`src/rtl/puf_pkg.sv`:
```
// Shared types and helpers for the arbiter-PUF challenge sequencer.
// Define PUF_LFSR_EN to step challenges as a Fibonacci LFSR; otherwise they count up.
package puf_pkg;

    typedef enum logic [2:0] {
        IDLE    = 3'd0,
        SETTLE  = 3'd1,
        CAPTURE = 3'd2,
        NEXT    = 3'd3,
        OUTPUT  = 3'd4
    } state_t;

    localparam int         C_LENGTH_DEF  = 8;
    localparam logic [7:0] LFSR_TAPS_DEF = 8'hB8;

    // Challenges are handled zero-extended to a fixed width so one helper serves any C_LENGTH.
    localparam int CHAL_MAX = 32;
    typedef logic [CHAL_MAX-1:0] chal_ext_t;

    function automatic chal_ext_t next_challenge(
        input chal_ext_t chal,
        input chal_ext_t taps,
        input chal_ext_t mask
    );
        chal_ext_t result;
`ifdef PUF_LFSR_EN
        result = ((chal << 1) | chal_ext_t'(^(chal & taps & mask))) & mask;
`else
        result = (chal + chal_ext_t'(1)) & mask & (taps | ~taps);
`endif
        return result;
    endfunction

endpackage

```
`src/rtl/puf_resp_sync.sv`:
```
// Two-flop synchronizer for the asynchronous arbiter response.
// Synchronous active-low reset; both stages hold while ena is low.
module puf_resp_sync (
    input  logic clk,
    input  logic rst_n,
    input  logic ena,
    input  logic async_in,
    output logic sync_out
);

    logic meta_reg;
    logic sync_reg;

    always_ff @(posedge clk) begin
        if (!rst_n) begin
            meta_reg <= 1'b0;
            sync_reg <= 1'b0;
        end else if (ena) begin
            meta_reg <= async_in;
            sync_reg <= meta_reg;
        end
    end

    assign sync_out = sync_reg;

endmodule

```
`src/rtl/puf_challenge_sequencer.sv`:
```
// Arbiter-PUF controller: settle, launch and capture VOTES times per challenge, majority-vote each
// challenge, and hand N_RESP voted bits to the host. PUF_LFSR_EN selects LFSR challenge stepping.
module puf_challenge_sequencer
    import puf_pkg::*;
#(
    parameter int                  C_LENGTH    = C_LENGTH_DEF,
    parameter int                  N_RESP      = 8,
    parameter int                  VOTES       = 5,
    parameter int                  SETTLE_CYC  = 4,
    parameter int                  CAPTURE_CYC = 4,
    parameter logic [C_LENGTH-1:0] LFSR_TAPS   = C_LENGTH'(LFSR_TAPS_DEF)
) (
    input  logic                clk,
    input  logic                rst_n,
    input  logic                ena,
    input  logic                start,
    input  logic [C_LENGTH-1:0] seed,
    output logic                busy,
    output logic [C_LENGTH-1:0] puf_challenge,
    output logic                puf_pulse,
    input  logic                puf_response,
    output logic [N_RESP-1:0]   resp_data,
    output logic                resp_valid,
    input  logic                resp_ready
);

    localparam int CNT_W  = $clog2(VOTES + 1);
    localparam int BIT_W  = (N_RESP > 1) ? $clog2(N_RESP) : 1;
    localparam int PH_MAX = (SETTLE_CYC > CAPTURE_CYC) ? SETTLE_CYC : CAPTURE_CYC;
    localparam int PH_W   = (PH_MAX > 1) ? $clog2(PH_MAX) : 1;

    generate
        if (VOTES < 1 || (VOTES % 2) == 0) begin : g_bad_votes
            $error("VOTES must be odd and at least 1");
        end
        if (SETTLE_CYC < 1) begin : g_bad_settle
            $error("SETTLE_CYC must be at least 1");
        end
        if (CAPTURE_CYC < 3) begin : g_bad_capture
            $error("CAPTURE_CYC must be at least 3 to cover the response synchronizer");
        end
        if (C_LENGTH < 1 || C_LENGTH > CHAL_MAX) begin : g_bad_length
            $error("C_LENGTH out of supported range");
        end
    endgenerate

    state_t              state_reg;
    state_t              state_next;
    logic [PH_W-1:0]     phase_reg;
    logic [CNT_W-1:0]    ones_reg;
    logic [CNT_W-1:0]    eval_reg;
    logic [BIT_W-1:0]    bit_reg;
    logic [C_LENGTH-1:0] chal_reg;
    logic [N_RESP-1:0]   data_reg;
    logic [N_RESP-1:0]   bit_sel;

    logic                resp_sync;
    logic                settle_done;
    logic                capture_done;
    logic                last_eval;
    logic                last_bit;
    logic                vote;

    logic [C_LENGTH-1:0] chal_load;
    logic [C_LENGTH-1:0] chal_adv;
    chal_ext_t           chal_ext;
    chal_ext_t           taps_ext;
    chal_ext_t           mask_ext;
    chal_ext_t           adv_ext;
    logic                unused_adv;

    puf_resp_sync u_resp_sync (
        .clk      (clk),
        .rst_n    (rst_n),
        .ena      (ena),
        .async_in (puf_response),
        .sync_out (resp_sync)
    );

    assign settle_done  = (state_reg == SETTLE)  && (phase_reg == PH_W'(SETTLE_CYC - 1));
    assign capture_done = (state_reg == CAPTURE) && (phase_reg == PH_W'(CAPTURE_CYC - 1));
    assign last_eval    = (eval_reg == CNT_W'(VOTES - 1));
    assign last_bit     = (bit_reg == BIT_W'(N_RESP - 1));
    assign vote         = (ones_reg > CNT_W'(VOTES / 2));

`ifdef PUF_LFSR_EN
    // An all-zero seed would lock the LFSR, so it is promoted to 1.
    assign chal_load = (seed == '0) ? C_LENGTH'(1) : seed;
`else
    assign chal_load = seed;
`endif

    always_comb begin
        chal_ext = '0;
        taps_ext = '0;
        mask_ext = '0;
        chal_ext[C_LENGTH-1:0] = chal_reg;
        taps_ext[C_LENGTH-1:0] = LFSR_TAPS;
        mask_ext[C_LENGTH-1:0] = '1;
        adv_ext  = next_challenge(chal_ext, taps_ext, mask_ext);
        chal_adv = adv_ext[C_LENGTH-1:0];
    end

    assign unused_adv = ^adv_ext;

    always_ff @(posedge clk) begin
        if (!rst_n) begin
            state_reg <= IDLE;
        end else if (ena) begin
            state_reg <= state_next;
        end
    end

    always_comb begin
        state_next = state_reg;
        case (state_reg)
            IDLE: begin
                if (start) begin
                    state_next = SETTLE;
                end
            end
            SETTLE: begin
                if (settle_done) begin
                    state_next = CAPTURE;
                end
            end
            CAPTURE: begin
                if (capture_done) begin
                    state_next = last_eval ? NEXT : SETTLE;
                end
            end
            NEXT: begin
                state_next = last_bit ? OUTPUT : SETTLE;
            end
            OUTPUT: begin
                if (resp_ready) begin
                    state_next = IDLE;
                end
            end
            default: begin
                state_next = IDLE;
            end
        endcase
    end

    // Outputs decode the registered state only, so ena=0 freezes them along with the FSM.
    always_comb begin
        busy       = 1'b0;
        puf_pulse  = 1'b0;
        resp_valid = 1'b0;
        case (state_reg)
            SETTLE, NEXT: begin
                busy = 1'b1;
            end
            CAPTURE: begin
                busy      = 1'b1;
                puf_pulse = 1'b1;
            end
            OUTPUT: begin
                busy       = 1'b1;
                resp_valid = 1'b1;
            end
            default: begin
                busy = 1'b0;
            end
        endcase
    end

    // The challenge moves only on IDLE->SETTLE and in NEXT, both while the pulse is low.
    always_ff @(posedge clk) begin
        if (!rst_n) begin
            phase_reg <= '0;
            ones_reg  <= '0;
            eval_reg  <= '0;
            bit_reg   <= '0;
            chal_reg  <= '0;
        end else if (ena) begin
            case (state_reg)
                IDLE: begin
                    if (start) begin
                        chal_reg  <= chal_load;
                        phase_reg <= '0;
                        ones_reg  <= '0;
                        eval_reg  <= '0;
                        bit_reg   <= '0;
                    end
                end
                SETTLE: begin
                    phase_reg <= settle_done ? '0 : phase_reg + PH_W'(1);
                end
                CAPTURE: begin
                    phase_reg <= capture_done ? '0 : phase_reg + PH_W'(1);
                    if (capture_done) begin
                        ones_reg <= ones_reg + CNT_W'(resp_sync);
                        eval_reg <= eval_reg + CNT_W'(1);
                    end
                end
                NEXT: begin
                    chal_reg <= chal_adv;
                    ones_reg <= '0;
                    eval_reg <= '0;
                    if (!last_bit) begin
                        bit_reg <= bit_reg + BIT_W'(1);
                    end
                end
                default: begin
                    phase_reg <= phase_reg;
                end
            endcase
        end
    end

    for (genvar gi = 0; gi < N_RESP; gi++) begin : g_bit_sel
        assign bit_sel[gi] = (bit_reg == BIT_W'(gi));
    end

    always_ff @(posedge clk) begin
        if (!rst_n) begin
            data_reg <= '0;
        end else if (ena && state_reg == NEXT) begin
            data_reg <= (data_reg & ~bit_sel) | ({N_RESP{vote}} & bit_sel);
        end
    end

    assign puf_challenge = chal_reg;
    assign resp_data     = data_reg;

endmodule
```
`config.mk`:
```
export PLATFORM = sky130hd
export DESIGN_NAME = puf_challenge_sequencer
export DESIGN_NICKNAME = d
export VERILOG_FILES = /design/src/rtl/puf_pkg.sv /design/src/rtl/puf_resp_sync.sv /design/src/rtl/puf_challenge_sequencer.sv
export SDC_FILE = /design/constraint.sdc
export NUM_CORES = 1
export LEC_CHECK = 0
export CELL_PAD_IN_SITES_DETAIL_PLACEMENT = 0
export CELL_PAD_IN_SITES_GLOBAL_PLACEMENT = 2
export CORE_MARGIN = 4
export CORE_UTILIZATION = 30
export DETAILED_ROUTE_END_ITERATION = 16
export HOLD_SLACK_MARGIN = 0.03
export MAX_ROUTING_LAYER = met4
export PLACE_DENSITY = 0.76
export SLEW_MARGIN = 5
export SYNTH_ARGS = -nofsm -noshare
export SYNTH_HDL_FRONTEND = slang
export SYNTH_HIERARCHICAL = 1
export SYNTH_SLANG_ARGS = --single-unit
```
`constraint.sdc`:
```
create_clock -name clk -period 1.9 [get_ports clk]
set_input_delay 0.38 -clock clk [delete_from_list [all_inputs] [get_ports clk]]
set_output_delay 0.38 -clock clk [all_outputs]
set_load 0.02 [all_outputs]
```
Yosys cells after proc, flatten, opt, wreduce, memory -nomap -nowiden
Cells that the tools add are included.
- bits in registers: 32
- input port bits: 14
- output and inout port bits: 19
- logic and storage cells: 74
- $add $sub $neg: 5
- $lt $le $gt $ge: 1
- equality and inequality tests: 18
- muxes and demuxes: 23
- bitwise gates (word level): 4
- reductions and logical operators: 14
- operators with widths (operator ; number):
    two-way mux 3 bit ; 9
    == test 3 bit (second input constant) ; 6
    case mux 3 bit (3 select lines) ; 2
    bitwise AND 8 bit ; 2
    case mux 8 bit (2 select lines) ; 1
    case mux 3 bit (5 select lines) ; 1
    == test 3 x 2 -> 1 bit (second input constant) ; 4
    inequality test 2 bit (second input constant) ; 5
    adder 8 x 1 -> 8 bit (second input constant) ; 1
    two-way mux 2 bit ; 4
    two-way mux 8 bit ; 1
    NOT 8 bit ; 1
    OR 8 bit ; 1
    AND reduction 4 bit ; 2
    adder 3 x 1 -> 3 bit (second input constant) ; 2
    == test 3 x 1 -> 1 bit (second input constant) ; 2
    logical NOT 3 bit ; 2
    case mux 2 bit (3 select lines) ; 1
    case mux 3 bit (2 select lines) ; 1
    AND reduction 3 bit ; 2
    nonzero test 3 bit ; 2
    AND reduction 5 bit ; 1
    OR reduction 4 bit ; 1
    adder 3 x 1 -> 3 bit ; 1
    other kinds (6) ; 10

Depth between registers and ports, before layout
- depth in word-level cells: 4
- mapped depth: 7
- mapped depth without buffers: 6

By module
Netlist, hierarchy kept.
- modules (own cells, without submodules) (module ; times used ; cells an instance ; area each (sq um) ; seq. area each (sq um)):
    puf_challenge_sequencer ; 1 ; 207 ; 1716.6 ; 600.6
    puf_resp_sync ; 1 ; 6 ; 72.6 ; 40.0

Worst setup path before layout
Ideal clock, no wire load.
- kind: reg2reg
- from: reg state_reg[1]
- to: reg eval_reg[2]
- library setup time: 0.059 ns
- arrival time: 1.423 ns
- required time: 1.841 ns
- setup slack: 0.419 ns
- stages on the path, launching flop included: 8
- buffers on the path: 1
- clock period less this slack: 1.481 ns
- cell sequence: dfxtp_1 inv_2 or3_4 inv_2 and3_1 buf_4 a21o_1 o211a_1
- longest elaborated chain between the ends: 4
- elaborated cells between the ends (all ways): 9
- those cells by class: eq/ne: 4; mux: 1; reduce/logical: 4
- RTL lines (what ; line ; text):
    start, declared ; puf_challenge_sequencer.sv:47 ; state_t state_reg;
    start signal, assigned ; puf_challenge_sequencer.sv:110 ; state_reg <= state_next;
    == test 3 x 2 -> 1 bit ; puf_challenge_sequencer.sv:81, puf_challenge_sequencer.sv:178 ;
    logical AND 1 bit ; puf_challenge_sequencer.sv:81 ; assign capture_done = (state_reg == CAPTURE) && (phase_reg == PH_W'(CAPTURE_CYC - 1));
    inequality test 2 bit (no source line) ; -- ;
    AND reduction 4 bit (no source line) ; -- ;
    end signal, assigned ; puf_challenge_sequencer.sv:195 ; eval_reg <= eval_reg + CNT_W'(1);
    end, declared ; puf_challenge_sequencer.sv:51 ; logic [CNT_W-1:0] eval_reg;
Parallel ways exist; a longest one is shown, timed or not.
A chain may end at the register's enable or synchronous reset.

Worst setup path after layout
- from: reg state_reg[1]
- to: out puf_pulse
- longest elaborated chain between the ends: 2
- RTL lines (what ; line ; text):
    == test 3 x 2 -> 1 bit ; puf_challenge_sequencer.sv:151 ; case (state_reg)
    two-way mux 1 bit ; puf_challenge_sequencer.sv:151 ;
    end, declared ; puf_challenge_sequencer.sv:20 ; output logic puf_pulse,
Every way passes these cells.

==> impl_metrics.toml <==
[placement]
dp_hpwl_um = 3350
place_area_sq_mm = 0.00227
gp_congestion = 0.821
port_buffers = 32
placed_cells = 320

[logic_synthesis]
synth_ff_type = "dfxtp_1"
synth_nets = 239
synth_top_area_cell = "dfxtp_1"
synth-warning-count = 6
yosysMostFrequentCell = "dfxtp_1"
synth_area_sq_mm = 0.00179
synth_top_area_share_pct = 35.8
syn_inst = 213
synthArstFlopShare_pct = 0
yosys-top-cells-area = "dfxtp_1, ha_1, nand2_1"
synth_edf_count = 0
synth_seq_cells = 32
ys_seq_area_share_pct = 35.8
yosysUniqueCellTypes = 47
synthTopCellsByCount = "dfxtp_1, nand2_1, a21oi_1"
avgSynthCellArea_sq_um = 8.40

[global_routing]
antenna_found_initial = 0
grt_pass1_wl_um = 7460
grt_pass1_vias = 1541
grt_max_degree = 23
grt_overflow = 0
grt_usage_pct = 13.2

[critical_path]
end_kind = "output pin"
path_cells = "inv_2 -> or3_4 -> inv_2 -> clkdlybuf4s15_1"
critical-path-slowest-cell = "or3_4"
path_delay_family = "buffers and inverters"
r2r-start = "state_reg[0]"
critPathBufInv = 3
timing.critical_path.mode_cell = "inv_2"
startpoint = "state_reg[1]"
critical_path_peak_fanout = 3
cp.arrival_ns = 1.43
required_ns = 1.52
crit_type = "register to output pin"
cp-start-kind = "register"
critical_path.max_stage_delay_ns = 0.38

[cts]
cts.path.max_buffers = 2
cts_tree = "done"
cts_buffers = 5
cts-root-buf = "clkbuf_8"
htree_num_levels = 2
clk_latency_ns = 0.28
clock_sinks = 32
clkTransAtPathRegs_ns = 0.08
cts_setup_buffers = 0

[sta]
worst_slew_pin_slew_ns = 0.353
setup_viol = 0
final_max_slew_viol_count = 0
skew_ns = 0.00742
timing.final.crit_period_ns = 1.81
hold_viol_final = 0
fmax_ghz = 0.553
finalCritPeriodShare_pct = 95.2
rsz0062_at_grt = "false"
slew_headroom_pct = 75.9
whs_ns = 0.462

[floorplan]
coreArea_sq_mm = 0.00564
start_util_pct = 31.7
dieArea_sq_mm = 0.00726
die_h_um = 85.2
die_w_um = 85.2
row_count = 27
io_pins = 33

[route]
vias_per_cell = 5.08
drtIter0Drc = 58
vias = 1667
routedWlPerCell_um = 13.8
drt-total-wl_um = 4540
drc = 0
firstDrtPassIters = 4
drtAntennaViolNets = 0

[cells_and_area]
post-route-util_pct = 42.2
layout.cells.non_filler = 328
syn_to_final_growth_pct = 33.1
antenna_cells = 0
drive_above_1_share_pct = 11.3
design_area_sq_mm = 0.00238
final_nets = 281

[power]
power_switching_w = 0.000384
ir_drop_mv = 0.328
pwr-share-seq_pct = 45.3
p_leak_nw = 0.989
comb_power_share_pct = 12.4
switching_share_pct = 24.7
p_int_w = 0.00117
power_frac_clock_pct = 42.3
p_per_area_mw_per_mm2 = 654

[hold_path]
hold_class = "register to register"

[flow_run]
cap_violations = 0

[run_status]
status = "finished clean"
## metrics by stage
| step | TNS, ns | power, W | worst slack, ns |
|---|---|---|---|
| finish | 0 | 0.00156 | 0.0915 |
| global route | 0 | 0.00162 | 0.00647 |
| CTS | 0 | 0.00158 | 0.0321 |
| detailed placement | -0.00684 | 0.000915 | -0.00366 |
| global placement | 0 | 0.000918 | 0.0248 |
| floorplan | 0 | 0.000814 | 0.419 |
## worst paths after layout
kind	end	slack [ns]	cells past startpoint
setup reg to reg	bit_reg[2]	0.30	5
setup / recovery	puf_pulse	0.09	4
hold / removal	register	0.46	2
hold reg to reg	register	0.46	2
## layout make-up
type / instances / area, sq um
flip-flops and latches: 32 / 641
clock inverters: 3 / 42.5
repair buffers: 47 / 445
clock buffers: 5 / 68.8
well taps: 72 / 90.1
fillers: 571 / 3260
multi-input cells: 161 / 1060
inverters: 8 / 30.0
## worst min-delay path: cells and delay by family (launching register included)
family           cells  cell delay (ns)
flip-flops           1             0.32
AO/OA/AOI/OAI        1             0.05
AND/OR/NAND/NOR      1             0.06
## repair_timing
item                                    4_1_cts  5_1_grt
hold buffers                                  0        0
cloned                                        0        0
endpoints found under the hold margin         0        0
endpoints found under the setup margin        3        3
resized for setup                             3        3
## placed cells by master, fill, tap and decap left out, types with 5 or more instances in the layout
cell and instances:
clkbuf_8 5, buf_4 14, mux2i_1 9, clkdlybuf4s50_1 29, nand2_1 28, inv_1 6, a21oi_1 16, ha_1 12
nand3_1 13, dfxtp_1 32, nor2_1 11, o21ai_1 8, o21ai_0 6
## per-layer routing
layer,GRT usage (%),wire length [um],up-vias
met1,17.0,2240,766
met3,3.30,205,5
li1,-,-,861
met2,19.9,2020,35
met5,-,0,-
met4,4.75,70,0
## cell families (layout without fill, tap and decap cells)
family | Yosys count | count (layout) | share of synthesized area, %
AO/OA/AOI/OAI | 60 | 60 | 22.4
XOR/XNOR | 1 | 1 | 0.490
adder cells (fa/ha/maj) | 12 | 12 | 8.39
buffers and inverters | 20 | 63 | 4.76
flip-flops | 32 | 32 | 35.8
multiplexers | 9 | 9 | 5.04
AND/OR/NAND/NOR | 79 | 79 | 23.1
## power by group through the flow
stage	registers [W]	clock network, W	logic [W]
2_1_floorplan	0.000726	0	0.0000883
3_3_place_gp	0.000721	0	0.000197
3_5_place_dp	0.000720	0	0.000195
4_1_cts	0.000704	0.000677	0.000194
5_1_grt	0.000707	0.000707	0.000210
6_report	0.000705	0.000659	0.000193
Power figures use the tool's default switching activity.
